## src/rtl/pipe_pkg.sv

```systemverilog
// -----------------------------------------------------------------------------
// pipe_pkg
// Shared pipeline definitions for the ID/EX stage and its neighbours.
//   DATA_W / REG_AW : default datapath and register-specifier widths
//   alu_op_e        : ALU operation class carried down the pipe
//   ctrl_t          : packed control bundle; an all-zero value is a bubble
// -----------------------------------------------------------------------------
package pipe_pkg;

  localparam int DATA_W = 32;
  localparam int REG_AW = 5;

  typedef enum logic [1:0] {
    ALU_ADD   = 2'b00,
    ALU_SUB   = 2'b01,
    ALU_FUNCT = 2'b10
  } alu_op_e;

  typedef struct packed {
    logic    reg_write;
    logic    mem_to_reg;
    logic    mem_read;
    logic    mem_write;
    logic    alu_src;
    logic    reg_dst;
    alu_op_e alu_op;
  } ctrl_t;

  // Zeroing the whole bundle is what turns a slot into a no-op.
  localparam ctrl_t CTRL_BUBBLE = '0;

endpackage

```

## src/rtl/id_ex_stage_reg_if.sv

```systemverilog
// -----------------------------------------------------------------------------
// id_ex_stage_reg_if
// Bundles every non-clock/reset signal of the ID/EX register.
//   master : ID stage / WB stage / branch unit side (drives ID_*, WB_*, Flush)
//   slave  : the ID/EX register itself (drives Stall, EX_*, Bubble_Cnt)
// -----------------------------------------------------------------------------
interface id_ex_stage_reg_if
  import pipe_pkg::*;
#(
  parameter int DATA_W = pipe_pkg::DATA_W,
  parameter int REG_AW = pipe_pkg::REG_AW,
  parameter int CNT_W  = 16
);

  // ID side
  logic              ID_Valid;
  logic [REG_AW-1:0] ID_Rs;
  logic [REG_AW-1:0] ID_Rt;
  logic [REG_AW-1:0] ID_Rd;
  logic              ID_UsesRt;
  logic [DATA_W-1:0] ID_RD1;
  logic [DATA_W-1:0] ID_RD2;
  logic [DATA_W-1:0] ID_Imm;
  logic [DATA_W-1:0] ID_PC4;
  logic              ID_RegWrite;
  logic              ID_MemtoReg;
  logic              ID_MemRead;
  logic              ID_MemWrite;
  logic              ID_ALUSrc;
  logic              ID_RegDst;
  logic [1:0]        ID_ALUOp;

  // WB write port (mirrors the register file write)
  logic              WB_RegWrite;
  logic [REG_AW-1:0] WB_WN;
  logic [DATA_W-1:0] WB_WD;

  logic              Flush;
  logic              Stall;

  // EX side
  logic              EX_Valid;
  logic [REG_AW-1:0] EX_Rs;
  logic [REG_AW-1:0] EX_Rt;
  logic [REG_AW-1:0] EX_Rd;
  logic [DATA_W-1:0] EX_RD1;
  logic [DATA_W-1:0] EX_RD2;
  logic [DATA_W-1:0] EX_Imm;
  logic [DATA_W-1:0] EX_PC4;
  logic              EX_RegWrite;
  logic              EX_MemtoReg;
  logic              EX_MemRead;
  logic              EX_MemWrite;
  logic              EX_ALUSrc;
  logic              EX_RegDst;
  logic [1:0]        EX_ALUOp;
  logic [CNT_W-1:0]  Bubble_Cnt;

  modport master (
    output ID_Valid, ID_Rs, ID_Rt, ID_Rd, ID_UsesRt, ID_RD1, ID_RD2, ID_Imm, ID_PC4,
           ID_RegWrite, ID_MemtoReg, ID_MemRead, ID_MemWrite, ID_ALUSrc, ID_RegDst,
           ID_ALUOp, WB_RegWrite, WB_WN, WB_WD, Flush,
    input  Stall, EX_Valid, EX_Rs, EX_Rt, EX_Rd, EX_RD1, EX_RD2, EX_Imm, EX_PC4,
           EX_RegWrite, EX_MemtoReg, EX_MemRead, EX_MemWrite, EX_ALUSrc, EX_RegDst,
           EX_ALUOp, Bubble_Cnt
  );

  modport slave (
    input  ID_Valid, ID_Rs, ID_Rt, ID_Rd, ID_UsesRt, ID_RD1, ID_RD2, ID_Imm, ID_PC4,
           ID_RegWrite, ID_MemtoReg, ID_MemRead, ID_MemWrite, ID_ALUSrc, ID_RegDst,
           ID_ALUOp, WB_RegWrite, WB_WN, WB_WD, Flush,
    output Stall, EX_Valid, EX_Rs, EX_Rt, EX_Rd, EX_RD1, EX_RD2, EX_Imm, EX_PC4,
           EX_RegWrite, EX_MemtoReg, EX_MemRead, EX_MemWrite, EX_ALUSrc, EX_RegDst,
           EX_ALUOp, Bubble_Cnt
  );

endinterface

```

## src/rtl/id_ex_stage_reg_hazard_detect.sv

```systemverilog
// -----------------------------------------------------------------------------
// hazard_detect
// Combinational load-use hazard detector. Flags when the instruction now in
// EX is a load whose destination (Rt) is a source of the instruction in ID.
//   ex_mem_read, ex_valid, ex_rt : state of the instruction in EX
//   id_valid, id_rs, id_rt       : instruction in ID
//   id_uses_rt                   : ID instruction really reads Rt
//   stall                        : hold PC and IF/ID, bubble into EX
// -----------------------------------------------------------------------------
module hazard_detect #(
  parameter int REG_AW = 5
) (
  input  logic              ex_mem_read,
  input  logic              ex_valid,
  input  logic [REG_AW-1:0] ex_rt,
  input  logic              id_valid,
  input  logic              id_uses_rt,
  input  logic [REG_AW-1:0] id_rs,
  input  logic [REG_AW-1:0] id_rt,
  output logic              stall
);

  // A load into r0 produces nothing to wait for, so it never stalls.
  always_comb begin
    stall = 1'b0;
    if (ex_mem_read && ex_valid && (ex_rt != '0) && id_valid) begin
      stall = (ex_rt == id_rs) || (id_uses_rt && (ex_rt == id_rt));
    end
  end

endmodule

```

## src/rtl/id_ex_stage_reg.sv

```systemverilog
// -----------------------------------------------------------------------------
// id_ex_stage_reg
// ID/EX pipeline register directly after the register file.
//   Clk, Rst_n : clock and asynchronous active-low reset
//   bus        : slave side of id_ex_stage_reg_if (ID inputs, WB write port,
//                Flush in; Stall, registered EX_* copies, Bubble_Cnt out)
// The register file writes on the clock edge and reads combinationally, so a
// WB write landing on the same edge is forwarded into RD1/RD2 here. Load-use
// hazards and flushes load a bubble; bubbles caused by a real ID instruction
// are counted in a saturating counter.
// -----------------------------------------------------------------------------
module id_ex_stage_reg
  import pipe_pkg::*;
#(
  parameter int DATA_W = pipe_pkg::DATA_W,
  parameter int REG_AW = pipe_pkg::REG_AW,
  parameter int CNT_W  = 16
) (
  input logic              Clk,
  input logic              Rst_n,
  id_ex_stage_reg_if.slave bus
);

  localparam logic [CNT_W-1:0] CNT_MAX = '1;
  localparam logic [CNT_W-1:0] CNT_ONE = {{(CNT_W-1){1'b0}}, 1'b1};

  logic              valid_q, valid_d;
  logic [REG_AW-1:0] rs_q, rs_d;
  logic [REG_AW-1:0] rt_q, rt_d;
  logic [REG_AW-1:0] rd_q, rd_d;
  logic [DATA_W-1:0] rd1_q, rd1_d;
  logic [DATA_W-1:0] rd2_q, rd2_d;
  logic [DATA_W-1:0] imm_q, imm_d;
  logic [DATA_W-1:0] pc4_q, pc4_d;
  ctrl_t             ctrl_q, ctrl_d;
  logic [CNT_W-1:0]  cnt_q, cnt_d;

  logic              stall;
  logic              load_bubble;
  logic              wb_hit_rs;
  logic              wb_hit_rt;
  logic [DATA_W-1:0] rd1_byp;
  logic [DATA_W-1:0] rd2_byp;
  ctrl_t             ctrl_id;

  hazard_detect #(
    .REG_AW(REG_AW)
  ) u_hazard_detect (
    .ex_mem_read(ctrl_q.mem_read),
    .ex_valid   (valid_q),
    .ex_rt      (rt_q),
    .id_valid   (bus.ID_Valid),
    .id_uses_rt (bus.ID_UsesRt),
    .id_rs      (bus.ID_Rs),
    .id_rt      (bus.ID_Rt),
    .stall      (stall)
  );

  // Write-through bypass: r0 is hardwired zero and must never pick up WB data.
  always_comb begin
    wb_hit_rs = bus.WB_RegWrite && (bus.WB_WN != '0) && (bus.WB_WN == bus.ID_Rs);
    wb_hit_rt = bus.WB_RegWrite && (bus.WB_WN != '0) && (bus.WB_WN == bus.ID_Rt);
    rd1_byp   = wb_hit_rs ? bus.WB_WD : bus.ID_RD1;
    rd2_byp   = wb_hit_rt ? bus.WB_WD : bus.ID_RD2;
  end

  always_comb begin
    ctrl_id            = CTRL_BUBBLE;
    ctrl_id.reg_write  = bus.ID_RegWrite;
    ctrl_id.mem_to_reg = bus.ID_MemtoReg;
    ctrl_id.mem_read   = bus.ID_MemRead;
    ctrl_id.mem_write  = bus.ID_MemWrite;
    ctrl_id.alu_src    = bus.ID_ALUSrc;
    ctrl_id.reg_dst    = bus.ID_RegDst;
    ctrl_id.alu_op     = alu_op_e'(bus.ID_ALUOp);
  end

  // Flush outranks Stall, but both simply load a bubble, so they share one
  // path; the counter therefore advances at most once per edge.
  always_comb begin
    load_bubble = bus.Flush || stall;
    valid_d     = 1'b0;
    rs_d        = '0;
    rt_d        = '0;
    rd_d        = '0;
    rd1_d       = '0;
    rd2_d       = '0;
    imm_d       = '0;
    pc4_d       = '0;
    ctrl_d      = CTRL_BUBBLE;
    cnt_d       = cnt_q;
    if (!load_bubble) begin
      valid_d = bus.ID_Valid;
      rs_d    = bus.ID_Rs;
      rt_d    = bus.ID_Rt;
      rd_d    = bus.ID_Rd;
      rd1_d   = rd1_byp;
      rd2_d   = rd2_byp;
      imm_d   = bus.ID_Imm;
      pc4_d   = bus.ID_PC4;
      ctrl_d  = ctrl_id;
    end
    if (load_bubble && bus.ID_Valid && (cnt_q != CNT_MAX)) begin
      cnt_d = cnt_q + CNT_ONE;
    end
  end

  always_ff @(posedge Clk or negedge Rst_n) begin
    if (!Rst_n) begin
      valid_q <= 1'b0;
      rs_q    <= '0;
      rt_q    <= '0;
      rd_q    <= '0;
      rd1_q   <= '0;
      rd2_q   <= '0;
      imm_q   <= '0;
      pc4_q   <= '0;
      ctrl_q  <= CTRL_BUBBLE;
      cnt_q   <= '0;
    end else begin
      valid_q <= valid_d;
      rs_q    <= rs_d;
      rt_q    <= rt_d;
      rd_q    <= rd_d;
      rd1_q   <= rd1_d;
      rd2_q   <= rd2_d;
      imm_q   <= imm_d;
      pc4_q   <= pc4_d;
      ctrl_q  <= ctrl_d;
      cnt_q   <= cnt_d;
    end
  end

  assign bus.Stall       = stall;
  assign bus.EX_Valid    = valid_q;
  assign bus.EX_Rs       = rs_q;
  assign bus.EX_Rt       = rt_q;
  assign bus.EX_Rd       = rd_q;
  assign bus.EX_RD1      = rd1_q;
  assign bus.EX_RD2      = rd2_q;
  assign bus.EX_Imm      = imm_q;
  assign bus.EX_PC4      = pc4_q;
  assign bus.EX_RegWrite = ctrl_q.reg_write;
  assign bus.EX_MemtoReg = ctrl_q.mem_to_reg;
  assign bus.EX_MemRead  = ctrl_q.mem_read;
  assign bus.EX_MemWrite = ctrl_q.mem_write;
  assign bus.EX_ALUSrc   = ctrl_q.alu_src;
  assign bus.EX_RegDst   = ctrl_q.reg_dst;
  assign bus.EX_ALUOp    = ctrl_q.alu_op;
  assign bus.Bubble_Cnt  = cnt_q;

endmodule

```

## src/flat_wrapper.sv

```systemverilog
// flat-port wrapper written by rule: the top's interface ports become plain ports
module id_ex_stage_reg_flat import pipe_pkg::*;
#(
  parameter int DATA_W = pipe_pkg::DATA_W,
  parameter int REG_AW = pipe_pkg::REG_AW,
  parameter int CNT_W  = 16
)
  (Clk, Rst_n, bus_ID_Valid, bus_ID_Rs, bus_ID_Rt, bus_ID_Rd, bus_ID_UsesRt, bus_ID_RD1, bus_ID_RD2, bus_ID_Imm, bus_ID_PC4, bus_ID_RegWrite, bus_ID_MemtoReg, bus_ID_MemRead, bus_ID_MemWrite, bus_ID_ALUSrc, bus_ID_RegDst, bus_ID_ALUOp, bus_WB_RegWrite, bus_WB_WN, bus_WB_WD, bus_Flush, bus_Stall, bus_EX_Valid, bus_EX_Rs, bus_EX_Rt, bus_EX_Rd, bus_EX_RD1, bus_EX_RD2, bus_EX_Imm, bus_EX_PC4, bus_EX_RegWrite, bus_EX_MemtoReg, bus_EX_MemRead, bus_EX_MemWrite, bus_EX_ALUSrc, bus_EX_RegDst, bus_EX_ALUOp, bus_Bubble_Cnt);
  id_ex_stage_reg_if #(.DATA_W(DATA_W), .REG_AW(REG_AW), .CNT_W(CNT_W)) bus_i ();
  input logic Clk;
  input logic Rst_n;
  input wire logic [$bits(bus_i.ID_Valid)-1:0] bus_ID_Valid;
  input wire logic [$bits(bus_i.ID_Rs)-1:0] bus_ID_Rs;
  input wire logic [$bits(bus_i.ID_Rt)-1:0] bus_ID_Rt;
  input wire logic [$bits(bus_i.ID_Rd)-1:0] bus_ID_Rd;
  input wire logic [$bits(bus_i.ID_UsesRt)-1:0] bus_ID_UsesRt;
  input wire logic [$bits(bus_i.ID_RD1)-1:0] bus_ID_RD1;
  input wire logic [$bits(bus_i.ID_RD2)-1:0] bus_ID_RD2;
  input wire logic [$bits(bus_i.ID_Imm)-1:0] bus_ID_Imm;
  input wire logic [$bits(bus_i.ID_PC4)-1:0] bus_ID_PC4;
  input wire logic [$bits(bus_i.ID_RegWrite)-1:0] bus_ID_RegWrite;
  input wire logic [$bits(bus_i.ID_MemtoReg)-1:0] bus_ID_MemtoReg;
  input wire logic [$bits(bus_i.ID_MemRead)-1:0] bus_ID_MemRead;
  input wire logic [$bits(bus_i.ID_MemWrite)-1:0] bus_ID_MemWrite;
  input wire logic [$bits(bus_i.ID_ALUSrc)-1:0] bus_ID_ALUSrc;
  input wire logic [$bits(bus_i.ID_RegDst)-1:0] bus_ID_RegDst;
  input wire logic [$bits(bus_i.ID_ALUOp)-1:0] bus_ID_ALUOp;
  input wire logic [$bits(bus_i.WB_RegWrite)-1:0] bus_WB_RegWrite;
  input wire logic [$bits(bus_i.WB_WN)-1:0] bus_WB_WN;
  input wire logic [$bits(bus_i.WB_WD)-1:0] bus_WB_WD;
  input wire logic [$bits(bus_i.Flush)-1:0] bus_Flush;
  output wire logic [$bits(bus_i.Stall)-1:0] bus_Stall;
  output wire logic [$bits(bus_i.EX_Valid)-1:0] bus_EX_Valid;
  output wire logic [$bits(bus_i.EX_Rs)-1:0] bus_EX_Rs;
  output wire logic [$bits(bus_i.EX_Rt)-1:0] bus_EX_Rt;
  output wire logic [$bits(bus_i.EX_Rd)-1:0] bus_EX_Rd;
  output wire logic [$bits(bus_i.EX_RD1)-1:0] bus_EX_RD1;
  output wire logic [$bits(bus_i.EX_RD2)-1:0] bus_EX_RD2;
  output wire logic [$bits(bus_i.EX_Imm)-1:0] bus_EX_Imm;
  output wire logic [$bits(bus_i.EX_PC4)-1:0] bus_EX_PC4;
  output wire logic [$bits(bus_i.EX_RegWrite)-1:0] bus_EX_RegWrite;
  output wire logic [$bits(bus_i.EX_MemtoReg)-1:0] bus_EX_MemtoReg;
  output wire logic [$bits(bus_i.EX_MemRead)-1:0] bus_EX_MemRead;
  output wire logic [$bits(bus_i.EX_MemWrite)-1:0] bus_EX_MemWrite;
  output wire logic [$bits(bus_i.EX_ALUSrc)-1:0] bus_EX_ALUSrc;
  output wire logic [$bits(bus_i.EX_RegDst)-1:0] bus_EX_RegDst;
  output wire logic [$bits(bus_i.EX_ALUOp)-1:0] bus_EX_ALUOp;
  output wire logic [$bits(bus_i.Bubble_Cnt)-1:0] bus_Bubble_Cnt;
  assign bus_i.ID_Valid = bus_ID_Valid;
  assign bus_i.ID_Rs = bus_ID_Rs;
  assign bus_i.ID_Rt = bus_ID_Rt;
  assign bus_i.ID_Rd = bus_ID_Rd;
  assign bus_i.ID_UsesRt = bus_ID_UsesRt;
  assign bus_i.ID_RD1 = bus_ID_RD1;
  assign bus_i.ID_RD2 = bus_ID_RD2;
  assign bus_i.ID_Imm = bus_ID_Imm;
  assign bus_i.ID_PC4 = bus_ID_PC4;
  assign bus_i.ID_RegWrite = bus_ID_RegWrite;
  assign bus_i.ID_MemtoReg = bus_ID_MemtoReg;
  assign bus_i.ID_MemRead = bus_ID_MemRead;
  assign bus_i.ID_MemWrite = bus_ID_MemWrite;
  assign bus_i.ID_ALUSrc = bus_ID_ALUSrc;
  assign bus_i.ID_RegDst = bus_ID_RegDst;
  assign bus_i.ID_ALUOp = bus_ID_ALUOp;
  assign bus_i.WB_RegWrite = bus_WB_RegWrite;
  assign bus_i.WB_WN = bus_WB_WN;
  assign bus_i.WB_WD = bus_WB_WD;
  assign bus_i.Flush = bus_Flush;
  assign bus_Stall = bus_i.Stall;
  assign bus_EX_Valid = bus_i.EX_Valid;
  assign bus_EX_Rs = bus_i.EX_Rs;
  assign bus_EX_Rt = bus_i.EX_Rt;
  assign bus_EX_Rd = bus_i.EX_Rd;
  assign bus_EX_RD1 = bus_i.EX_RD1;
  assign bus_EX_RD2 = bus_i.EX_RD2;
  assign bus_EX_Imm = bus_i.EX_Imm;
  assign bus_EX_PC4 = bus_i.EX_PC4;
  assign bus_EX_RegWrite = bus_i.EX_RegWrite;
  assign bus_EX_MemtoReg = bus_i.EX_MemtoReg;
  assign bus_EX_MemRead = bus_i.EX_MemRead;
  assign bus_EX_MemWrite = bus_i.EX_MemWrite;
  assign bus_EX_ALUSrc = bus_i.EX_ALUSrc;
  assign bus_EX_RegDst = bus_i.EX_RegDst;
  assign bus_EX_ALUOp = bus_i.EX_ALUOp;
  assign bus_Bubble_Cnt = bus_i.Bubble_Cnt;
  id_ex_stage_reg #(.DATA_W(DATA_W), .REG_AW(REG_AW), .CNT_W(CNT_W)) u_core (.Clk(Clk), .Rst_n(Rst_n), .bus(bus_i));
endmodule
```

## config.mk

```make
export PLATFORM = sky130hd
export DESIGN_NAME = id_ex_stage_reg_flat
export DESIGN_NICKNAME = d
export VERILOG_FILES = /design/src/rtl/pipe_pkg.sv /design/src/rtl/id_ex_stage_reg_if.sv /design/src/rtl/id_ex_stage_reg_hazard_detect.sv /design/src/rtl/id_ex_stage_reg.sv /design/src/flat_wrapper.sv
export SDC_FILE = /design/constraint.sdc
export NUM_CORES = 1
export LEC_CHECK = 0
export ABC_AREA = 1
export CORE_AREA = 2 2 140 142
export DETAILED_ROUTE_END_ITERATION = 8
export DIE_AREA = 0 0 142 144
export PLACE_DENSITY = 0.8
export SYNTH_ARGS = -nofsm -noshare
export SYNTH_HDL_FRONTEND = slang
export SYNTH_SLANG_ARGS = --single-unit
```

## constraint.sdc

```tcl
create_clock -name Clk -period 4.5 [get_ports Clk]
set_input_delay 0.675 -clock Clk [delete_from_list [all_inputs] [get_ports Clk]]
set_output_delay 0.675 -clock Clk [all_outputs]
set_load 0.01 [all_outputs]
```

==> flow_metrics.py <==
metrics = {
    "floorplanning": {
        "io_pins": 363,
        "core_um2": 19100,
        "die_w_um": 142,
        "fp.dieH_um": 144,
        "start_util_pct": 37.4,
        "dieArea_um2": 20400,
        "row_count": 51,
    },
    "timing": {
        "finalHoldViolations": 0,
        "period_minus_slack_ns": 3.09,
        "rsz0062_at_grt": "no",
        "max_freq_ghz": 0.323,
        "fin_tns_setup_ns": 0,
        "setup-violations-final": 0,
        "maxSlewHeadroom_pct": 47.7,
        "fin_skew_ns": 0.0102,
        "period_share_pct": 68.7,
        "tightest_slew_ns": 0.784,
        "slew_viol_final": 0,
        "fin_hold_ws_ns": 0.265,
        "timing.final.ws_setup_ns": 1.41,
    },
    "cts": {
        "cts_max_level": 4,
        "clock_path_buffers": 2,
        "insertion_delay_ns": 0.41,
        "cts_tree": "built",
        "root_buffer": "clkbuf_16",
        "ctsHoldBuffers": 0,
        "post_cts_buffers": 0,
        "clk_pin_slew_worst_paths_ns": 0.07,
        "cts.repair.resized": 0,
        "numCtsBuffers": 17,
        "cts_sinks": 168,
    },
    "drt": {
        "postRouteWirelength_um": 23300,
        "avgViaCountPerCell": 4.68,
        "drt_iter0_drc": 265,
        "vias": 6373,
        "ant_nets": 0,
        "wire_per_inst_um": 17.1,
        "drt-pass1-iter-count": 4,
        "drc_errors": 0,
    },
    "yosys": {
        "yosysTopAreaCell": "dfrtp_1",
        "synth_top_area_share_pct": 59.0,
        "synth_area_leaders": "dfrtp_1 (59%), nand2_1 (7.4%), inv_1 (5.6%)",
        "synth_cell_types": 27,
        "syn_nets": 953,
        "synthesis.area_um2": 7130,
        "syn_avg_cell_area_um2": 9.41,
        "syn_inst": 758,
        "ys_seq_area_share_pct": 59.0,
        "synth_edf_count": 0,
        "ys_ff_latch": 168,
        "synth-main-ff-cell": "dfrtp_1",
        "yosysWarnings": 0,
        "async_flop_share_pct": 100,
    },
    "layout": {
        "instances_no_fill": 1361,
        "final_util_pct": 60.1,
        "fin_area_um2": 11500,
        "fin_nets": 1304,
        "area.growth.synth_to_final_pct": 60.8,
        "drive_above_1_share_pct": 7.66,
    },
    "global_routing": {
        "grt_pass1_vias": 6196,
        "grt_pass1_wl_um": 34600,
        "grt_max_degree": 115,
        "grt.total_usage_pct": 22.2,
        "antenna_found_initial": 2,
        "overflow": 0,
    },
    "pwr": {
        "p_sw_share_pct": 26.1,
        "p_int_mw": 2.86,
        "pwr-share-comb_pct": 17.3,
        "vdd_drop_max_mv": 0.269,
        "p_seq_share_pct": 42.6,
        "p_per_area_nw_per_um2": 337,
        "p_switching_mw": 1.01,
        "p_leak_nw": 5.43,
        "clkPwrFrac_pct": 40.1,
        "power_mw": 3.87,
    },
    "setup_path": {
        "cp.arrival_ns": 2.42,
        "path_max_fanout": 3,
        "r2r_start": "u_core.bus.EX_Rt[1]",
        "worstPathRequired_ns": 3.83,
        "r2r_slack_ns": 2.19,
        "crit_type": "in -> out",
        "critPathLaunchType": "primary input",
        "endpoint_kind": "output pin",
        "crit_start": "bus_ID_Rs[4]",
    },
    "hold_path": {
        "min_path_type": "in -> async",
    },
    "place": {
        "dp_slack_ns": 1.39,
        "port_buffers": 362,
        "dpl.cell_count": 1328,
        "gp_congestion": 0.847,
        "hpwlAfterDp_um": 16900,
        "placed_area_um2": 10800,
    },
    "run": {
        "drv_cap": 0,
    },
    "outcome": {
        "status": "completed",
    },
}
[final cells by class]
type	instances	area, um^2
Inverter	108	405
Tap cell	238	298
Clock buffer	19	433
Multi-Input combinational cell	441	2210
Clock inverter	13	185
Fill cell	1610	7620
Sequential cell	168	4200
Timing Repair Buffer	373	3720
Antenna cell	1	2.50
[power groups by stage]
stage          sequential, mW  combinational, mW  clock, mW
2_1_floorplan            1.71              0.193          0
3_3_place_gp             1.67              0.666          0
3_5_place_dp             1.67              0.673          0
4_1_cts                  1.65              0.677       1.58
5_1_grt                  1.65              0.725       1.65
6_report                 1.65              0.669       1.55
[cells by family (layout without fill, tap and decap cells)]
kind of cell               Yosys count  after routing  share of synthesized area (%)
and+or+nand+nor                    357            357                           22.1
xor gates and xnor gates            18             18                           2.21
buffers and inverters              149            513                           10.3
adders and majority gates            1              1                          0.175
DFF                                168            168                           59.0
AOI/OAI and AO/OA                   65             65                           6.25
other                                0              1                              0
[worst paths after layout]
path | end | cells after the start
worst max-delay path | bus_Stall | 10
worst min-delay path | u_core.bus.EX_RD1[1] | 1
worst max register to register | u_core.bus.EX_RD2[23] | 10
worst min register to register | u_core.bus.Bubble_Cnt[15] | 2
max in group asynchronous | u_core.bus.EX_Imm[23] | 2
min in group Clk | u_core.bus.Bubble_Cnt[15] | 2
[routing by layer]
metal  wire [um]  up-vias  track usage [%]
li1            -     3050                -
met1        9110     3032             26.2
met2       11900      247             37.9
met3        1540       44             6.13
met4         823        0             10.1
met5           0        -                0
[synth_stat cells (9+ instances only)]
master and instances:
a21oi_1 33, a21oi_2 31, buf_2 9, buf_4 13, buf_6 14, dfrtp_1 168, inv_1 107, nand2_1 140
nand3_1 78, nand4_1 19, nor2_1 105, xor2_1 12
[critical path, cell delays in order]
cell,delay [ns]
clkdlybuf4s50_1,0.54
inv_2,0.05
nand2_1,0.05
nand2_1,0.05
nor2_1,0.12
nand3_1,0.09
nand2_1,0.07
nand2_1,0.13
inv_1,0.09
clkdlybuf4s50_1,0.54
[state kept, by name, summed over array words and instances, names as in the netlist]
name	count
u_core.bus.Bubble_Cnt	16
u_core.bus.EX_RegDst	1
u_core.bus.EX_RD2	32
u_core.bus.EX_RegWrite	1
u_core.bus.EX_Valid	1
u_core.bus.EX_MemRead	1
u_core.bus.EX_ALUSrc	1
u_core.bus.EX_PC4	32
u_core.bus.EX_RD1	32
u_core.bus.EX_Rt	5
u_core.bus.EX_Rd	5
u_core.bus.EX_Rs	5
u_core.bus.EX_ALUOp	2
u_core.bus.EX_MemWrite	1
u_core.bus.EX_MemtoReg	1
u_core.bus.EX_Imm	32
[cells in the final DEF, fill, tap and decap left out, drive strengths merged]
cell type / instances
ha: 1
buf: 12
clkinv: 3
clkinvlp: 2
nand2: 143
nor3: 7
inv: 113
xnor2: 6
dfrtp: 168
clkdlybuf4s50: 361
diode: 1
bufinv: 3
a21oi: 64
nand3: 79
nand4: 20
xor2: 12
nor2: 108
o21ai: 1
clkbuf: 19
Note: power is estimated with default switching activity, not from simulation.
